`src/rtl/pipelined_adder.sv`:
```
// Pipelined add/subtract unit: WIDTH-bit operands processed BLOCK_W bits per stage, valid/ready on both sides.
// Optional saturation on signed overflow when PIPELINED_ADDER_SAT_EN is defined.
module pipelined_adder #(
  parameter int WIDTH   = 16,
  parameter int BLOCK_W = 4
) (
  input  logic             i_clk,
  input  logic             i_rst,
  input  logic             i_valid,
  output logic             o_ready,
  input  logic [WIDTH-1:0] i_a,
  input  logic [WIDTH-1:0] i_b,
  input  logic             i_cin,
  input  logic             i_sub,
  output logic             o_valid,
  input  logic             i_ready,
  output logic [WIDTH-1:0] o_sum,
  output logic             o_cout,
  output logic             o_ovf,
  output logic             o_zero
);

  localparam int STAGES = WIDTH / BLOCK_W;

  logic adv;
  logic ovf_nx;
  logic ovf_q;
  logic zero_q;

  // The whole pipe moves as one; a stalled output freezes every stage.
  assign adv     = ~o_valid | i_ready;
  assign o_ready = adv & ~i_rst;

  for (genvar k = 0; k < STAGES; k++) begin : g_stage
    logic [WIDTH-1:0]   a_in;
    logic [WIDTH-1:0]   b_in;
    logic [WIDTH-1:0]   sum_in;
    logic [WIDTH-1:0]   sum_nx;
    logic [WIDTH-1:0]   sum_out;
    logic               carry_in;
    logic               valid_in;
    logic [BLOCK_W:0]   chunk;
    logic [WIDTH-1:0]   a_q;
    logic [WIDTH-1:0]   b_q;
    logic [WIDTH-1:0]   sum_q;
    logic               carry_q;
    logic               valid_q;

    if (k == 0) begin : g_head
      assign a_in     = i_a;
      assign b_in     = i_sub ? ~i_b : i_b;
      assign carry_in = i_sub ^ i_cin;
      assign valid_in = i_valid & o_ready;
      assign sum_in   = '0;
    end else begin : g_body
      assign a_in     = g_stage[k-1].a_q;
      assign b_in     = g_stage[k-1].b_q;
      assign carry_in = g_stage[k-1].carry_q;
      assign valid_in = g_stage[k-1].valid_q;
      assign sum_in   = g_stage[k-1].sum_q;
    end

    assign chunk = {1'b0, a_in[k*BLOCK_W +: BLOCK_W]}
                 + {1'b0, b_in[k*BLOCK_W +: BLOCK_W]}
                 + {{BLOCK_W{1'b0}}, carry_in};

    always_comb begin
      sum_nx = sum_in;
      sum_nx[k*BLOCK_W +: BLOCK_W] = chunk[BLOCK_W-1:0];
    end

    if (k == STAGES - 1) begin : g_last
      // Same-sign operands giving an opposite-sign result is exactly cin(MSB) ^ cout(MSB).
      assign ovf_nx = (a_in[WIDTH-1] == b_in[WIDTH-1]) && (sum_nx[WIDTH-1] != a_in[WIDTH-1]);
`ifdef PIPELINED_ADDER_SAT_EN
      assign sum_out = !ovf_nx ? sum_nx :
                       a_in[WIDTH-1] ? {1'b1, {(WIDTH-1){1'b0}}} : {1'b0, {(WIDTH-1){1'b1}}};
`else
      assign sum_out = sum_nx;
`endif
    end else begin : g_mid
      assign sum_out = sum_nx;
    end

    always_ff @(posedge i_clk) begin
      if (i_rst) begin
        valid_q <= 1'b0;
        carry_q <= 1'b0;
        sum_q   <= '0;
        a_q     <= '0;
        b_q     <= '0;
      end else if (adv) begin
        valid_q <= valid_in;
        carry_q <= chunk[BLOCK_W];
        sum_q   <= sum_out;
        a_q     <= a_in;
        b_q     <= b_in;
      end
    end
  end

  always_ff @(posedge i_clk) begin
    if (i_rst) begin
      ovf_q  <= 1'b0;
      zero_q <= 1'b0;
    end else if (adv) begin
      ovf_q  <= ovf_nx;
      zero_q <= (g_stage[STAGES-1].sum_out == '0);
    end
  end

  assign o_valid = g_stage[STAGES-1].valid_q;
  assign o_sum   = g_stage[STAGES-1].sum_q;
  assign o_cout  = g_stage[STAGES-1].carry_q;
  assign o_ovf   = ovf_q;
  assign o_zero  = zero_q;

endmodule
```
`config.mk`:
```
export PLATFORM = sky130hd
export DESIGN_NAME = pipelined_adder
export DESIGN_NICKNAME = d
export VERILOG_FILES = /design/src/rtl/pipelined_adder.sv
export SDC_FILE = /design/constraint.sdc
export NUM_CORES = 1
export LEC_CHECK = 0
export ABC_CLOCK_PERIOD_IN_PS = 4200
export CORE_MARGIN = 8
export CORE_UTILIZATION = 35
export CTS_CLUSTER_DIAMETER = 60
export DETAILED_ROUTE_END_ITERATION = 8
export GPL_TIMING_DRIVEN = 0
export SETUP_SLACK_MARGIN = 0.15
export SLEW_MARGIN = 20
export SYNTH_ARGS = -nofsm -noshare
export SYNTH_HDL_FRONTEND = slang
export SYNTH_SLANG_ARGS = --single-unit
```
`constraint.sdc`:
```
create_clock -name i_clk -period 4.2 [get_ports i_clk]
set_input_delay 1.05 -clock i_clk [delete_from_list [all_inputs] [get_ports i_clk]]
set_output_delay 1.05 -clock i_clk [all_outputs]
set_load 0.01 [all_outputs]
```
==> results of run 1 <==
critical path: stages:
cell	delay, ns
clkdlybuf4s50_1	0.51
nor2b_1	0.07
buf_2	0.19
nor2_2	0.17
clkdlybuf4s50_1	0.57
state kept, by name (all words and copies together) (netlist names):
register,flops
o_valid,1
o_zero,1
g_stage.valid_q,3
g_stage.a_q,24
g_stage.b_q,24
o_sum,16
g_stage.carry_q,3
o_ovf,1
g_stage.sum_q,24
o_cout,1
layer usage:
layer  wire [um]  up-vias
li1            -     1723
met1        4880     1567
met2        4720       69
met3         494       10
met4         116        0
met5           0        -
layout make-up:
class	instances	area share, %
Multi-Input combinational cell	339	38.3
Sequential cell	98	37.7
Timing Repair Buffer	57	11.0
Clock buffer	11	4.66
Buffer	35	4.01
Tap cell	147	3.53
Clock inverter	5	0.552
Inverter	4	0.288
Yosys cell counts (all sizes together):
cell and count:
nor2 21, a21o 8, fa 8, o41ai 1
inv 4, xnor2 17, nand4 1, a21oi 82
buf 28, a211oi 16, o21ai 5, nand2 144
and4 3, ha 12, nor4 6, nor2b 2
nand3 1, xor2 6, o32ai 1, clkbuf 7
nand2b 1, a311o 3, and3 1, dfxtp 98
metrics by stage:
step                utilization (%)  power [mW]  setup slack [ns]  cell area, um^2  hold slack (ns)
floorplan                         -        1.20              1.34             4180            0.432
global placement               41.6        1.30             0.607             4940            0.438
detailed placement             41.6        1.31             0.588             4940            0.443
CTS                            43.9        2.07             0.578             5210            0.452
global route                   43.9        2.14             0.525             5210            0.469
finish                         43.9        2.04             0.585             5210            0.447
kinds of logic (layout without fill, tap and decap cells):
group	Yosys count	count (layout)
buffers and inverters	39	112
xor gates and xnor gates	23	23
AOI/OAI and AO/OA	116	116
adders and majority gates	20	20
DFF	98	98
and+or+nand+nor	180	180
power by group through the flow:
stage	Combinational [mW]	Sequential (mW)	Clock [mW]
finish	0.256	1.03	0.756
CTS	0.258	1.03	0.777
detailed placement	0.256	1.05	0
global placement	0.251	1.05	0
floorplan	0.155	1.04	0
global route	0.286	1.04	0.816
path summary, 6_finish.rpt:
path	from	to	slack, ns	depth (start not counted)
worst max register to register	g_stage[2].a_q[12]	o_zero	2.19	5
worst min-delay path	o_sum[2]	o_sum[2]	0.45	2
worst min register to register	o_sum[2]	o_sum[2]	0.45	2
worst max-delay path	i_ready	o_ready	0.59	5
==> flow_metrics.py, run 1 <==
metrics = {
    "final_layout": {
        "finalNetCount": 602,
        "layout-drive-gt1-share_pct": 11.3,
        "n_antenna_cell": 0,
        "nFillCells": 1210,
        "stdcell_count": 696,
        "multi_input_area_mm2": 0.00200,
        "final_cell_mix": "nand2_1, dfxtp_1, a21oi_1",
        "seq_area_mm2": 0.00196,
        "area_delta_synth_final_pct": 24.5,
        "layout_commonest_cell": "nand2_1",
    },
    "clock_tree": {
        "clockBufferDepth": 2,
        "ctsHoldBuffers": 0,
        "cts_inserted_buffers": 9,
        "cts.sinks": 98,
        "htreeDepth": 3,
        "cts-root-buf": "clkbuf_16",
        "cts_resized": 0,
        "clkTransAtPathRegs_ns": 0.06,
        "postCtsSetupRepairBufs": 0,
        "cts_tree": "built",
        "worst_skew_pair.late_latency_ns": 0.34,
    },
    "die": {
        "dieArea_mm2": 0.0157,
        "io_pins": 59,
        "initial_core_util_pct": 35.3,
        "dieHeight_um": 125,
        "placementRows": 40,
        "die_x_um": 125,
        "core_area_mm2": 0.0119,
    },
    "routing": {
        "vias_per_cell": 4.84,
        "ant_nets": 0,
        "drt_iter0_markers": 225,
        "dr.pass1.iters": 4,
        "drt-total-wl_mm": 10.2,
        "drcViolationCount": 0,
        "drt-wirelength-per-cell_um": 14.7,
        "vias": 3369,
    },
    "sta": {
        "worst_pin_slew_ns": 0.516,
        "slew_violations": 0,
        "final.min_clock_period_ns": 3.61,
        "fin_setup_tns_ns": 0,
        "fin_skew_ns": 0.00413,
        "hold_viol_final": 0,
        "max_clock_freq_mhz": 277,
        "min_period_over_period_pct": 86.1,
        "max_slew_margin_pct": 65.6,
        "finalSetupViolCount": 0,
        "rsz0062_at_grt": "no",
    },
    "global_routing": {
        "grt_pass1_wl_mm": 17.0,
        "top_usage_layer": "met2",
        "gr-usage-met1_pct": 16.7,
        "met2_usage_pct": 22.3,
        "antenna_found_initial": 0,
        "grt_max_degree": 16,
        "use_met3_pct": 3.65,
        "grt_overflow": 0,
        "grt_pass1_vias": 3413,
        "track_usage_pct": 13.4,
    },
    "setup_path": {
        "critPathLaunchType": "input pin",
        "cp_max_fo": 10,
        "arrival_ns": 2.56,
        "worstPathRequired_ns": 3.15,
        "end_kind": "output port",
        "path_class": "in -> out",
    },
    "pwr": {
        "p_int_mw": 1.54,
        "vdd_ir_drop_max_mv": 0.207,
        "p_comb_share_pct": 12.5,
        "pwr-share-seq_pct": 50.5,
        "clockPowerShare_pct": 37.0,
        "leakage_nw": 2.06,
        "p_per_area_mw_per_mm2": 392,
        "sw_frac_of_total_pct": 24.6,
        "p_sw_uw": 504,
    },
    "hold_path": {
        "hp-class": "reg -> reg",
    },
    "synthesis": {
        "synth_top_family_by_area": "compound AO/OA/AOI/OAI gates",
        "yosysTopAreaCell": "dfxtp_1",
        "synth_top_area_share_pct": 46.9,
        "yosys.area_share.adder_pct": 7.42,
        "yosys.area_share.xor_xnor_pct": 4.82,
        "synth_compound_area_share_pct": 18.2,
        "ys_ff_latch": 98,
        "synth_nets": 534,
        "synth_cell_types": 30,
        "synthSimpleGateAreaFrac_pct": 17.3,
        "synth_area_leaders": "dfxtp_1, nand2_1, a21oi_1",
        "ys_seq_area_share_pct": 46.9,
        "syn_area_mm2": 0.00418,
        "synthMuxAreaShare_pct": 0,
        "postSynthCellCount": 476,
        "ys_warn_count": 0,
        "avgSynthCellArea_um2": 8.79,
    },
    "placement": {
        "portBuffers": 57,
        "dp_hpwl_mm": 7.65,
        "gp_congestion": 0.829,
        "placedCellCount": 680,
    },
    "flow_run": {
        "maxCapViolations": 0,
    },
    "outcome": {
        "status": "finished, final reports clean",
    },
}
(Power assumes the default switching activity.)
==> inputs of run 2 (changes only) <==
--- a/config.mk
+++ b/config.mk
@@ -11,6 +11,7 @@
 export CTS_CLUSTER_DIAMETER = 60
 export DETAILED_ROUTE_END_ITERATION = 8
 export GPL_TIMING_DRIVEN = 0
+export MAX_ROUTING_LAYER = met4
 export SETUP_SLACK_MARGIN = 0.15
 export SLEW_MARGIN = 20
 export SYNTH_ARGS = -nofsm -noshare
==> flow_metrics.py, run 2 (synthesized netlist as in run 1, its figures left out) <==
metrics = {
    "flow_run": {
        "maxCapViolations": 0,
    },
    "setup_path": {
        "end_kind": "output port",
        "r2r_slack_ns": 2.19,
        "reg2reg_depth": 5,
        "r2r_start": "g_stage[2].a_q[12]",
        "arrival_ns": 2.57,
        "cp_max_fo": 10,
        "worstPathRequired_ns": 3.15,
        "r2r_end": "o_zero",
        "path_class": "in -> out",
        "critPathLaunchType": "input pin",
    },
    "final_layout": {
        "fin_util_pct": 43.9,
        "layout_commonest_cell": "nand2_1",
        "area_delta_synth_final_pct": 24.5,
        "final_cell_mix": "nand2_1, dfxtp_1, a21oi_1",
        "design_area_mm2": 0.00521,
        "n_antenna_cell": 0,
        "stdcell_count": 696,
        "top_regs": "g_stage.a_q: 24 flops, g_stage.b_q: 24 flops, g_stage.sum_q: 24 flops",
        "layout-drive-gt1-share_pct": 11.3,
        "finalNetCount": 602,
    },
    "pwr": {
        "p_comb_share_pct": 12.5,
        "p_int_mw": 1.54,
        "pwr-share-seq_pct": 50.5,
        "sw_frac_of_total_pct": 24.6,
        "p_per_area_mw_per_mm2": 392,
        "clockPowerShare_pct": 37.0,
        "leakage_nw": 2.06,
        "p_sw_uw": 503,
        "power_mw": 2.04,
        "vdd_ir_drop_max_mv": 0.209,
    },
    "routing": {
        "drcViolationCount": 0,
        "wl_met3_um": 337,
        "wirelength_met1_mm": 5.01,
        "vias": 3352,
        "vias_per_cell": 4.82,
        "wl_met2_mm": 4.75,
        "drt-wirelength-per-cell_um": 14.7,
        "top_layer_used": "met4",
        "ant_nets": 0,
        "drt-total-wl_mm": 10.2,
        "drt_iter0_markers": 219,
        "dr.pass1.iters": 4,
    },
    "die": {
        "core_area_mm2": 0.0119,
        "placementRows": 40,
        "initial_core_util_pct": 35.3,
        "dieHeight_um": 125,
        "dieArea_mm2": 0.0157,
        "io_pins": 59,
        "die_x_um": 125,
    },
    "clock_tree": {
        "clkTransAtPathRegs_ns": 0.06,
        "cts_inserted_buffers": 9,
        "cts_tree": "built",
        "worst_skew_pair.late_latency_ns": 0.34,
        "cts_resized": 0,
        "cts.sinks": 98,
        "clockBufferDepth": 2,
        "postCtsSetupRepairBufs": 0,
        "ctsHoldBuffers": 0,
        "htreeDepth": 3,
        "cts-root-buf": "clkbuf_16",
    },
    "outcome": {
        "status": "finished, final reports clean",
    },
    "sta": {
        "worst_pin_slew_ns": 0.507,
        "slew_violations": 0,
        "fin_setup_tns_ns": 0,
        "hold_ws_ns": 0.447,
        "rsz0062_at_grt": "no",
        "max_clock_freq_mhz": 277,
        "fin_skew_ns": 0.00482,
        "hold_viol_final": 0,
        "final.min_clock_period_ns": 3.62,
        "min_period_over_period_pct": 86.1,
        "finalSetupViolCount": 0,
        "max_slew_margin_pct": 66.2,
        "fin_ws_ns": 0.584,
    },
    "placement": {
        "placedCellCount": 680,
        "place_area_mm2": 0.00494,
        "dp_slack_ns": 0.588,
        "portBuffers": 57,
        "gp_congestion": 0.842,
        "dp_hpwl_mm": 7.65,
    },
    "hold_path": {
        "hold_depth": 2,
        "min_from": "o_sum[2]",
        "hp-class": "reg -> reg",
        "hold_end": "o_sum[2]",
    },
    "global_routing": {
        "antenna_found_initial": 0,
        "track_usage_pct": 13.8,
        "grt_overflow": 0,
        "grt_pass1_vias": 3399,
        "grt_max_degree": 16,
        "grt_pass1_wl_mm": 17.0,
    },
}
-- run 2: worst max-delay path: stages --
cell             delay (ns)
clkdlybuf4s50_1        0.51
nor2b_1                0.07
buf_2                  0.19
nor2_2                 0.17
clkdlybuf4s50_1        0.57
-- run 2: routing by layer --
layer,global-route usage (%),up-vias
met5,-,-
met4,3.22,0
met3,3.87,9
met2,22.3,56
met1,16.8,1565
li1,-,1722
-- run 2: how the worst max path moves through the flow --
stage | start | end | slack [ns] | cells after the start
finish | i_ready | o_ready | 0.58 | 5
CTS | i_ready | o_ready | 0.58 | 5
floorplan | i_sub | g_stage[0].carry_q | 1.34 | 8
global route | i_ready | o_ready | 0.53 | 5
global placement | i_ready | o_ready | 0.61 | 5
detailed placement | i_ready | o_ready | 0.59 | 5
-- run 2: power groups by stage --
| stage | clock [mW] | sequential, mW | combinational [mW] |
|---|---|---|---|
| 2_1_floorplan | 0 | 1.04 | 0.155 |
| 3_3_place_gp | 0 | 1.05 | 0.251 |
| 3_5_place_dp | 0 | 1.05 | 0.256 |
| 4_1_cts | 0.777 | 1.03 | 0.258 |
| 5_1_grt | 0.818 | 1.04 | 0.286 |
| 6_report | 0.756 | 1.03 | 0.256 |
-- run 2: layout make-up --
cell class	instances	area [um^2]
Tap cell	147	184
Clock buffer	11	243
Timing Repair Buffer	57	571
Multi-Input combinational cell	339	2000
Inverter	4	15.0
Sequential cell	98	1960
Fill cell	1210	6650
Clock inverter	5	28.8
Buffer	35	209
